`config.mk`:
```
export PLATFORM = sky130hd
export DESIGN_NAME = ifetch_ctl
export DESIGN_NICKNAME = d
export VERILOG_FILES = /design/src/rtl/cpu_pkg.sv /design/src/rtl/ifetch_ctl_req_timer.sv /design/src/rtl/ifetch_ctl.sv
export SDC_FILE = /design/constraint.sdc
export NUM_CORES = 1
export LEC_CHECK = 0
export CAP_MARGIN = 20
export CORE_MARGIN = 2
export CORE_UTILIZATION = 48
export DETAILED_ROUTE_END_ITERATION = 10
export PLACE_DENSITY = 0.91
export SLEW_MARGIN = 40
export SYNTH_ARGS = -nofsm -noshare
export SYNTH_HDL_FRONTEND = slang
export SYNTH_SLANG_ARGS = --single-unit
```
`constraint.sdc`:
```
create_clock -name clk -period 4.6 [get_ports clk]
set_input_delay 0.92 -clock clk [delete_from_list [all_inputs] [get_ports clk]]
set_output_delay 0.92 -clock clk [all_outputs]
set_load 0.02 [all_outputs]
```
`src/rtl/cpu_pkg.sv`:
```
// Shared definitions for the P-D3 control unit: fetch FSM states, word width
// and the default bus no-answer limit.
package cpu_pkg;

   localparam int unsigned WORD_W      = 16;
   localparam int unsigned TIMEOUT_DEF = 16;
   localparam int unsigned TMR_W       = 8;

   typedef enum logic [1:0] {
      IFS_IDLE  = 2'd0,
      IFS_REQ   = 2'd1,
      IFS_CHECK = 2'd2,
      IFS_ALARM = 2'd3
   } ifs_state_e;

   // Instruction counter advance; wraps 16'hFFFF -> 16'h0000.
   function automatic logic [WORD_W-1:0] ic_next(input logic [WORD_W-1:0] ic_v);
      return ic_v + 16'd1;
   endfunction

endpackage

```
`src/rtl/ifetch_ctl_req_timer.sv`:
```
// Bus request watchdog: 8-bit clear/enable counter that flags the last
// allowed request cycle (count == LIMIT-1).
module req_timer
   import cpu_pkg::*;
#(
   parameter int unsigned LIMIT = TIMEOUT_DEF
) (
   input  logic clk_i,
   input  logic reset_i,
   input  logic clr_i,
   input  logic en_i,
   output logic expired_o
);

   localparam logic [TMR_W-1:0] LAST = TMR_W'(LIMIT - 1);

   logic [TMR_W-1:0] cnt_q;
   logic [TMR_W-1:0] cnt_d;

   // Counter register.
   always_ff @(posedge clk_i) begin
      if (reset_i) begin
         cnt_q <= 8'd0;
      end else begin
         cnt_q <= cnt_d;
      end
   end

   // Clear wins over count enable.
   always_comb begin
      cnt_d = cnt_q;
      if (clr_i) begin
         cnt_d = 8'd0;
      end else if (en_i) begin
         cnt_d = cnt_q + 8'd1;
      end else begin
         cnt_d = cnt_q;
      end
   end

   assign expired_o = (cnt_q == LAST);

endmodule

```
`src/rtl/ifetch_ctl.sv`:
```
// Instruction fetch sequencer: reads one word at IC into the IR, advances IC,
// screens privileged opcodes in user mode and watches for memory no-answer.
module ifetch_ctl
   import cpu_pkg::*;
#(
   parameter int unsigned TIMEOUT = TIMEOUT_DEF
) (
   input  logic            clk,
   input  logic            reset,
   input  logic            start,
   input  logic            abort,
   input  logic            ic_load,
   input  logic [0:WORD_W-1] ic_d,
   input  logic            mem_ok,
   input  logic            user,
   input  logic            ir_priv,
   output logic            mem_req,
   output logic [0:WORD_W-1] mem_addr,
   output logic            ir_c,
   output logic            ir_invalidate,
   output logic [0:WORD_W-1] ic,
   output logic            busy,
   output logic            fetched,
   output logic            illegal_irq,
   output logic            no_answer_irq
);

   ifs_state_e          state_q;
   ifs_state_e          state_d;
   logic [0:WORD_W-1]   ic_q;
   logic [0:WORD_W-1]   ic_upd_d;
   logic                tmr_expired_s;
   logic                priv_trap_s;

   req_timer #(
      .LIMIT(TIMEOUT)
   ) u_req_timer (
      .clk_i     (clk),
      .reset_i   (reset),
      .clr_i     (state_q == IFS_IDLE),
      .en_i      (state_q == IFS_REQ),
      .expired_o (tmr_expired_s)
   );

   // State and instruction counter registers.
   always_ff @(posedge clk) begin
      if (reset) begin
         state_q <= IFS_IDLE;
         ic_q    <= 16'h0000;
      end else begin
         state_q <= state_d;
         ic_q    <= ic_upd_d;
      end
   end

   // Next state; mem_ok beats both abort and the final timer cycle.
   always_comb begin
      state_d  = state_q;
      ic_upd_d = ic_q;
      case (state_q)
         IFS_IDLE: begin
            if (ic_load) begin
               ic_upd_d = ic_d;
            end else if (start) begin
               state_d = IFS_REQ;
            end else begin
               state_d = IFS_IDLE;
            end
         end
         IFS_REQ: begin
            if (mem_ok) begin
               ic_upd_d = ic_next(ic_q);
               state_d  = IFS_CHECK;
            end else if (abort) begin
               state_d = IFS_IDLE;
            end else if (tmr_expired_s) begin
               state_d = IFS_ALARM;
            end else begin
               state_d = IFS_REQ;
            end
         end
         IFS_CHECK: state_d = IFS_IDLE;
         IFS_ALARM: state_d = IFS_IDLE;
         default:   state_d = IFS_IDLE;
      endcase
   end

   assign priv_trap_s = user & ir_priv;

   // Outputs decoded from state; ir_c is suppressed while reset is pending.
   always_comb begin
      mem_req       = 1'b0;
      ir_c          = 1'b0;
      ir_invalidate = 1'b0;
      fetched       = 1'b0;
      illegal_irq   = 1'b0;
      no_answer_irq = 1'b0;
      busy          = 1'b1;
      case (state_q)
         IFS_IDLE: busy = 1'b0;
         IFS_REQ: begin
            mem_req = 1'b1;
            ir_c    = mem_ok & ~reset;
         end
         IFS_CHECK: begin
            if (priv_trap_s) begin
               ir_invalidate = 1'b1;
               illegal_irq   = 1'b1;
            end else begin
               fetched = 1'b1;
            end
         end
         IFS_ALARM: no_answer_irq = 1'b1;
         default:   busy = 1'b0;
      endcase
   end

   assign mem_addr = ic_q;
   assign ic       = ic_q;

endmodule

```
==> results.cfg, run 1 <==
[layout]
nets = 293
drive_above_1_share = 0.0489
diodes = 0
finalNonFillerCells = 312
fin_util = 0.677
final_cell_mix = 62 x clkdlybuf4s50_1, 26 x dfxtp_1, 21 x a21oi_1
area_growth_pct = 33.5
layout_commonest_cell = clkdlybuf4s50_1
fillers = 268

[placement]
dp_hpwl_um = 2940
routabilityCongestion = 0.794
place_inst = 308
dp_slack_ps = 1350
port_buffers = 62

[worst_setup_path]
cp_slowest_stage_delay_ps = 600
timing.rr.end = ic[4]$_SDFFE_PP0P_
cp_cell_sequence = clkdlybuf4s50_1 -> nand2_1 -> nor2_1 -> clkdlybuf4s50_1
startpoint_type = input port
r2r_slack_ps = 2480
cp_max_fo = 6
critPathLaunch = mem_ok
cp_common_cell = clkdlybuf4s50_1
criticalPathCategory = in -> out
worst-r2r-cell-count = 4
worstSetupEndpoint = ir_c
crit_arrival_ps = 2330
worstReg2RegStart = state_q[0]$_SDFFE_PP0P_
required_ps = 3680
crit_path_end_kind = primary output
cpMaxStageDelayCell = clkdlybuf4s50_1

[synth]
ys_seq_area_frac = 0.303
ys_ff_latch = 26
syn-num-nets = 253
synth_top_cell_by_area = dfxtp_1
syn_avg_cell_area_um2 = 7.58
syn_area_um2 = 1720
yosysUniqueCellTypes = 43
yosys-top-cells-area = dfxtp_1 30%, buf_4 7.4%, a21oi_1 6.1%
synth_top_area_frac = 0.303
ys_warn_count = 0
syn_inst = 227

[cts]
clock-sinks = 26
clock-root-buffer = clkbuf_4
cts_resized = 0
cts_htree_levels = 1
clk_pin_slew_ps = 140
tritoncts = done
cts_hold_buf = 0
insertion_delay_ps = 330
numCtsBuffers = 3
cts_setup_buffers = 0
cts.path.max_buffers = 2

[routing]
wl_per_cell_um = 13.5
ant_nets = 0
drc = 0
drt_pre_antenna_iters = 4
vias_per_cell = 5.75
num_vias = 1795
drtIter0Drc = 152
wl_um = 4210

[floorplan]
die_w_um = 63.9
design.die.area_um2 = 4080
floorplan.initialDensity = 0.508
core-area_um2 = 3390
rows = 21
ios = 63
chipHeight_um = 63.9

[status]
run_status = completed

[global_route]
grt_util_met1 = 0.265
antenna_found_initial = 0
grtUsageTotal = 0.206
grt_overflow_total = 0
met3_usage = 0.0335
grt_pass1_vias = 1560
met2_usage = 0.352
grt_first_pass_wirelength_um = 6980
grt-busiest-layer = met2
grt_max_degree = 30

[timing]
fin_crit_sh = 0.705
fmax_ghz = 0.308
fin_crit_ps = 3250
slew_violations = 0
fin_ws_ps = 1350
fin_skew_ps = 10.5
worst_pin_slew_ps = 534
timing.final.setup_violations = 0
fin_tns_setup_ps = 0
relSlewSlack = 0.634
rsz0062_at_grt = no
hold_violations = 0

[power]
leakagePower_nw = 0.755
cellPowerDensity_nw_per_um2 = 246
irDropWorstVdd_mv = 0.121

[min_path]
hold_class = reg -> reg

[job]
cap_viol_max_count = 0
power breakdown:
group	total [W]	switching (W)	internal (W)
Combinational	0.000145	0.0000699	0.0000748
Sequential	0.000261	0.0000240	0.000237
Clock	0.000159	0.0000710	0.0000881
flip-flops by register name (all words and copies together) (netlist names):
name	count
ic	16
state_q	2
u_req_timer.cnt_q	8
layer usage:
layer,up-vias,part of all wire
li1,896,-
met1,813,0.43
met2,78,0.49
met3,8,0.065
met4,0,0.012
met5,-,0
area by class of cell:
cell class,count,area [µm²],share of cell area
multi-input combinational,167,1010,0.440
sequential,26,520,0.227
inverter,5,18.8,0.00817
clock buffer,3,22.5,0.00981
tap,46,57.6,0.0251
clock inverter,1,30.0,0.0131
timing repair buffer,64,636,0.277
kinds of logic (layout without fill, tap and decap cells):
family                     after synthesis  in the layout  synth area share
xor gates and xnor gates                 6              6            0.0305
and+or+nand+nor                        106            106             0.354
AOI/OAI and AO/OA                       50             50             0.168
muxes                                    3              3            0.0189
adders and majority gates                2              2            0.0145
buffers and inverters                   34             73             0.111
DFF                                     26             26             0.303
stage by stage:
stage	instance area [µm²]	hold WS, ps	power [W]
floorplan	1720	467	0.000347
global placement	2240	480	0.000408
detailed placement	2240	489	0.000410
CTS	2300	508	0.000569
global route	2300	560	0.000590
finish	2300	505	0.000565
worst min-delay path by stage:
stage                                       from                                 to  slack, ps  depth (start not counted)
3_3_place_gp   u_req_timer.cnt_q[1]$_SDFFE_PP0P_  u_req_timer.cnt_q[1]$_SDFFE_PP0P_        480                          2
6_report       u_req_timer.cnt_q[1]$_SDFFE_PP0P_  u_req_timer.cnt_q[1]$_SDFFE_PP0P_        500                          2
2_1_floorplan  u_req_timer.cnt_q[1]$_SDFFE_PP0P_  u_req_timer.cnt_q[1]$_SDFFE_PP0P_        470                          2
5_1_grt        u_req_timer.cnt_q[1]$_SDFFE_PP0P_  u_req_timer.cnt_q[1]$_SDFFE_PP0P_        560                          2
3_5_place_dp   u_req_timer.cnt_q[1]$_SDFFE_PP0P_  u_req_timer.cnt_q[1]$_SDFFE_PP0P_        490                          2
4_1_cts        u_req_timer.cnt_q[1]$_SDFFE_PP0P_  u_req_timer.cnt_q[1]$_SDFFE_PP0P_        510                          2
synth_stat cells:
master,count
a211o_1,3
a211oi_1,1
a21oi_1,21
a311oi_1,2
a31oi_1,4
and2_1,5
and2b_1,1
and3_1,1
and3_2,1
and4b_1,1
buf_4,17
clkbuf_1,12
dfxtp_1,26
ha_1,2
inv_1,4
inv_2,1
mux2_2,2
mux2i_1,1
nand2_1,19
nand2b_1,5
nand3_1,7
nand3_2,1
nand3b_1,1
nand4_1,7
nand4b_1,3
nor2_1,17
nor2b_1,1
nor3_1,6
nor3b_1,3
nor4_1,7
nor4b_1,6
nor4bb_1,2
o211ai_1,1
o21ai_0,14
o21ai_1,1
o311a_1,1
o31ai_1,2
or2_1,2
or2_2,1
or3_1,3
or4_1,6
xnor2_1,2
xor2_1,4
critical path, delay by kind of cell:
family / cells / cell delay (ps)
buffers and inverters: 2 / 1180
AND/OR/NAND/NOR: 2 / 210
Power figures use the tool's default switching activity.
==> run 2: changes to the inputs <==
--- a/config.mk
+++ b/config.mk
@@ -7,9 +7,9 @@
 export LEC_CHECK = 0
 export CAP_MARGIN = 20
 export CORE_MARGIN = 2
-export CORE_UTILIZATION = 48
+export CORE_UTILIZATION = 40
 export DETAILED_ROUTE_END_ITERATION = 10
-export PLACE_DENSITY = 0.91
+export PLACE_DENSITY = 0.82
 export SLEW_MARGIN = 40
 export SYNTH_ARGS = -nofsm -noshare
 export SYNTH_HDL_FRONTEND = slang
==> constraint.sdc (replaced) <==
create_clock -name clk -period 2.7 [get_ports clk]
set_input_delay 0.54 -clock clk [delete_from_list [all_inputs] [get_ports clk]]
set_output_delay 0.54 -clock clk [all_outputs]
set_load 0.02 [all_outputs]
==> results.cfg, run 2 (same netlist as run 1, synthesis figures left out) <==
[status]
run_status = completed

[timing]
fin_crit_ps = 2510
holdWs_ps = 505
fin_tns_setup_ps = 0
worst_pin_slew_ps = 609
fin_crit_sh = 0.928
fin_skew_ps = 2.03
fmax_ghz = 0.399
slew_violations = 0
hold_violations = 0
rsz0062_at_grt = no
relSlewSlack = 0.594
timing.final.setup_violations = 0
fin_ws_ps = 195

[cts]
cts_hold_buf = 0
clock-root-buffer = clkbuf_8
tritoncts = done
cts.path.max_buffers = 2
numCtsBuffers = 3
insertion_delay_ps = 280
cts_resized = 0
cts_htree_levels = 1
cts_setup_buffers = 0
clk_pin_slew_ps = 90
clock-sinks = 26

[layout]
fin_area_um2 = 2340
drive_above_1_share = 0.0664
layout_commonest_cell = clkdlybuf4s50_1
diodes = 0
final_cell_mix = 62 x clkdlybuf4s50_1, 26 x dfxtp_1, 21 x a21oi_1
largest_reg_flops = 16
nets = 298
fin_util = 0.577
area_growth_pct = 36.1

[floorplan]
die_w_um = 69.6
chipHeight_um = 69.6
core-area_um2 = 4060
ios = 63
floorplan.initialDensity = 0.424
design.die.area_um2 = 4840
rows = 23

[global_route]
grtUsageTotal = 0.182
antenna_found_initial = 0
grt_max_degree = 29
grt_overflow_total = 0
grt_pass1_vias = 1662
grt_first_pass_wirelength_um = 7510

[routing]
wl_per_cell_um = 13.8
vias_per_cell = 5.61
ant_nets = 0
num_vias = 1801
drtIter0Drc = 85
drc = 0
wl_um = 4430
drt_pre_antenna_iters = 4

[worst_setup_path]
cp_max_fo = 6
worst-r2r-cell-count = 4
startpoint_type = input port
cp_cell_sequence = clkdlybuf4s50_1 -> nand2_1 -> nor2_1 -> clkdlybuf4s50_1
cpMaxStageDelayCell = clkdlybuf4s50_1
worstReg2RegStart = ic[13]$_SDFFE_PP0P_
cp_common_cell = clkdlybuf4s50_1
crit_path_end_kind = primary output
r2r_slack_ps = 720
timing.rr.end = ic[4]$_SDFFE_PP0P_
criticalPathCategory = in -> out
crit_arrival_ps = 1970
required_ps = 2160
cp_slowest_stage_delay_ps = 610

[placement]
placed_cell_area_um2 = 2290
dp_slack_ps = 215
port_buffers = 62
dp_hpwl_um = 3100
routabilityCongestion = 0.831

[min_path]
whs_path_depth = 2
min_from = u_req_timer.cnt_q[1]$_SDFFE_PP0P_
hold_class = reg -> reg
holdPathEnd = u_req_timer.cnt_q[1]$_SDFFE_PP0P_

[power]
irDropWorstVdd_mv = 0.201
cellPowerDensity_nw_per_um2 = 410
leakagePower_nw = 0.781

[job]
cap_viol_max_count = 0
## run 2: changes by cell type in the layout (fill, tap and decap cells not counted)
cell       previous run  this run
bufinv_16             1         0
clkbuf_8              0         4
clkbuf_4              3         0
buf_4                 2         7
## run 2: worst max-delay path, delay by kind of cell
family,cells,cell delay [ps]
buffers and inverters,2,1190
and+or+nand+nor,2,230
## run 2: per-stage QoR
stage	std cells	power [W]
after CTS	321	0.000963
final	321	0.000959
after detailed placement	317	0.000706
after floorplan	227	0.000592
after global placement	317	0.000703
after global routing	321	0.00100
## run 2: how the worst max path moves through the flow
stage                        start             endpoint  slack (ps)  cells after the start
3_5_place_dp                mem_ok                 ir_c         220                      4
5_1_grt                     mem_ok                 ir_c         150                      4
4_1_cts                     mem_ok                 ir_c         220                      4
3_3_place_gp               ic_load  ic[15]$_SDFFE_PP0P_         220                      5
6_report                    mem_ok                 ir_c         190                      4
2_1_floorplan  ic[12]$_SDFFE_PP0P_   ic[4]$_SDFFE_PP0P_         790                      4
## run 2: power breakdown
group / leakage, nW / switching (W) / internal [W]
Combinational: 0.540 / 0.000124 / 0.000132
Clock: 0.0288 / 0.000130 / 0.000131
Sequential: 0.213 / 0.0000382 / 0.000403
## run 2: per-layer routing
metal | track usage | up-vias | routed length, µm | part of all wire
met5 | 0 | - | 0 | 0
met3 | 0.0276 | 8 | 245 | 0.055
li1 | - | 906 | - | -
met4 | 0.0719 | 0 | 64 | 0.014
met1 | 0.237 | 834 | 2020 | 0.46
met2 | 0.301 | 53 | 2100 | 0.47
## run 2: final cells by class
cell class / instances / area, µm²
clock buffer: 4 / 55.1
fill: 369 / 1720
inverter: 5 / 18.8
multi-input combinational: 167 / 1010
sequential: 26 / 520
tap: 50 / 62.6
timing repair buffer: 69 / 673
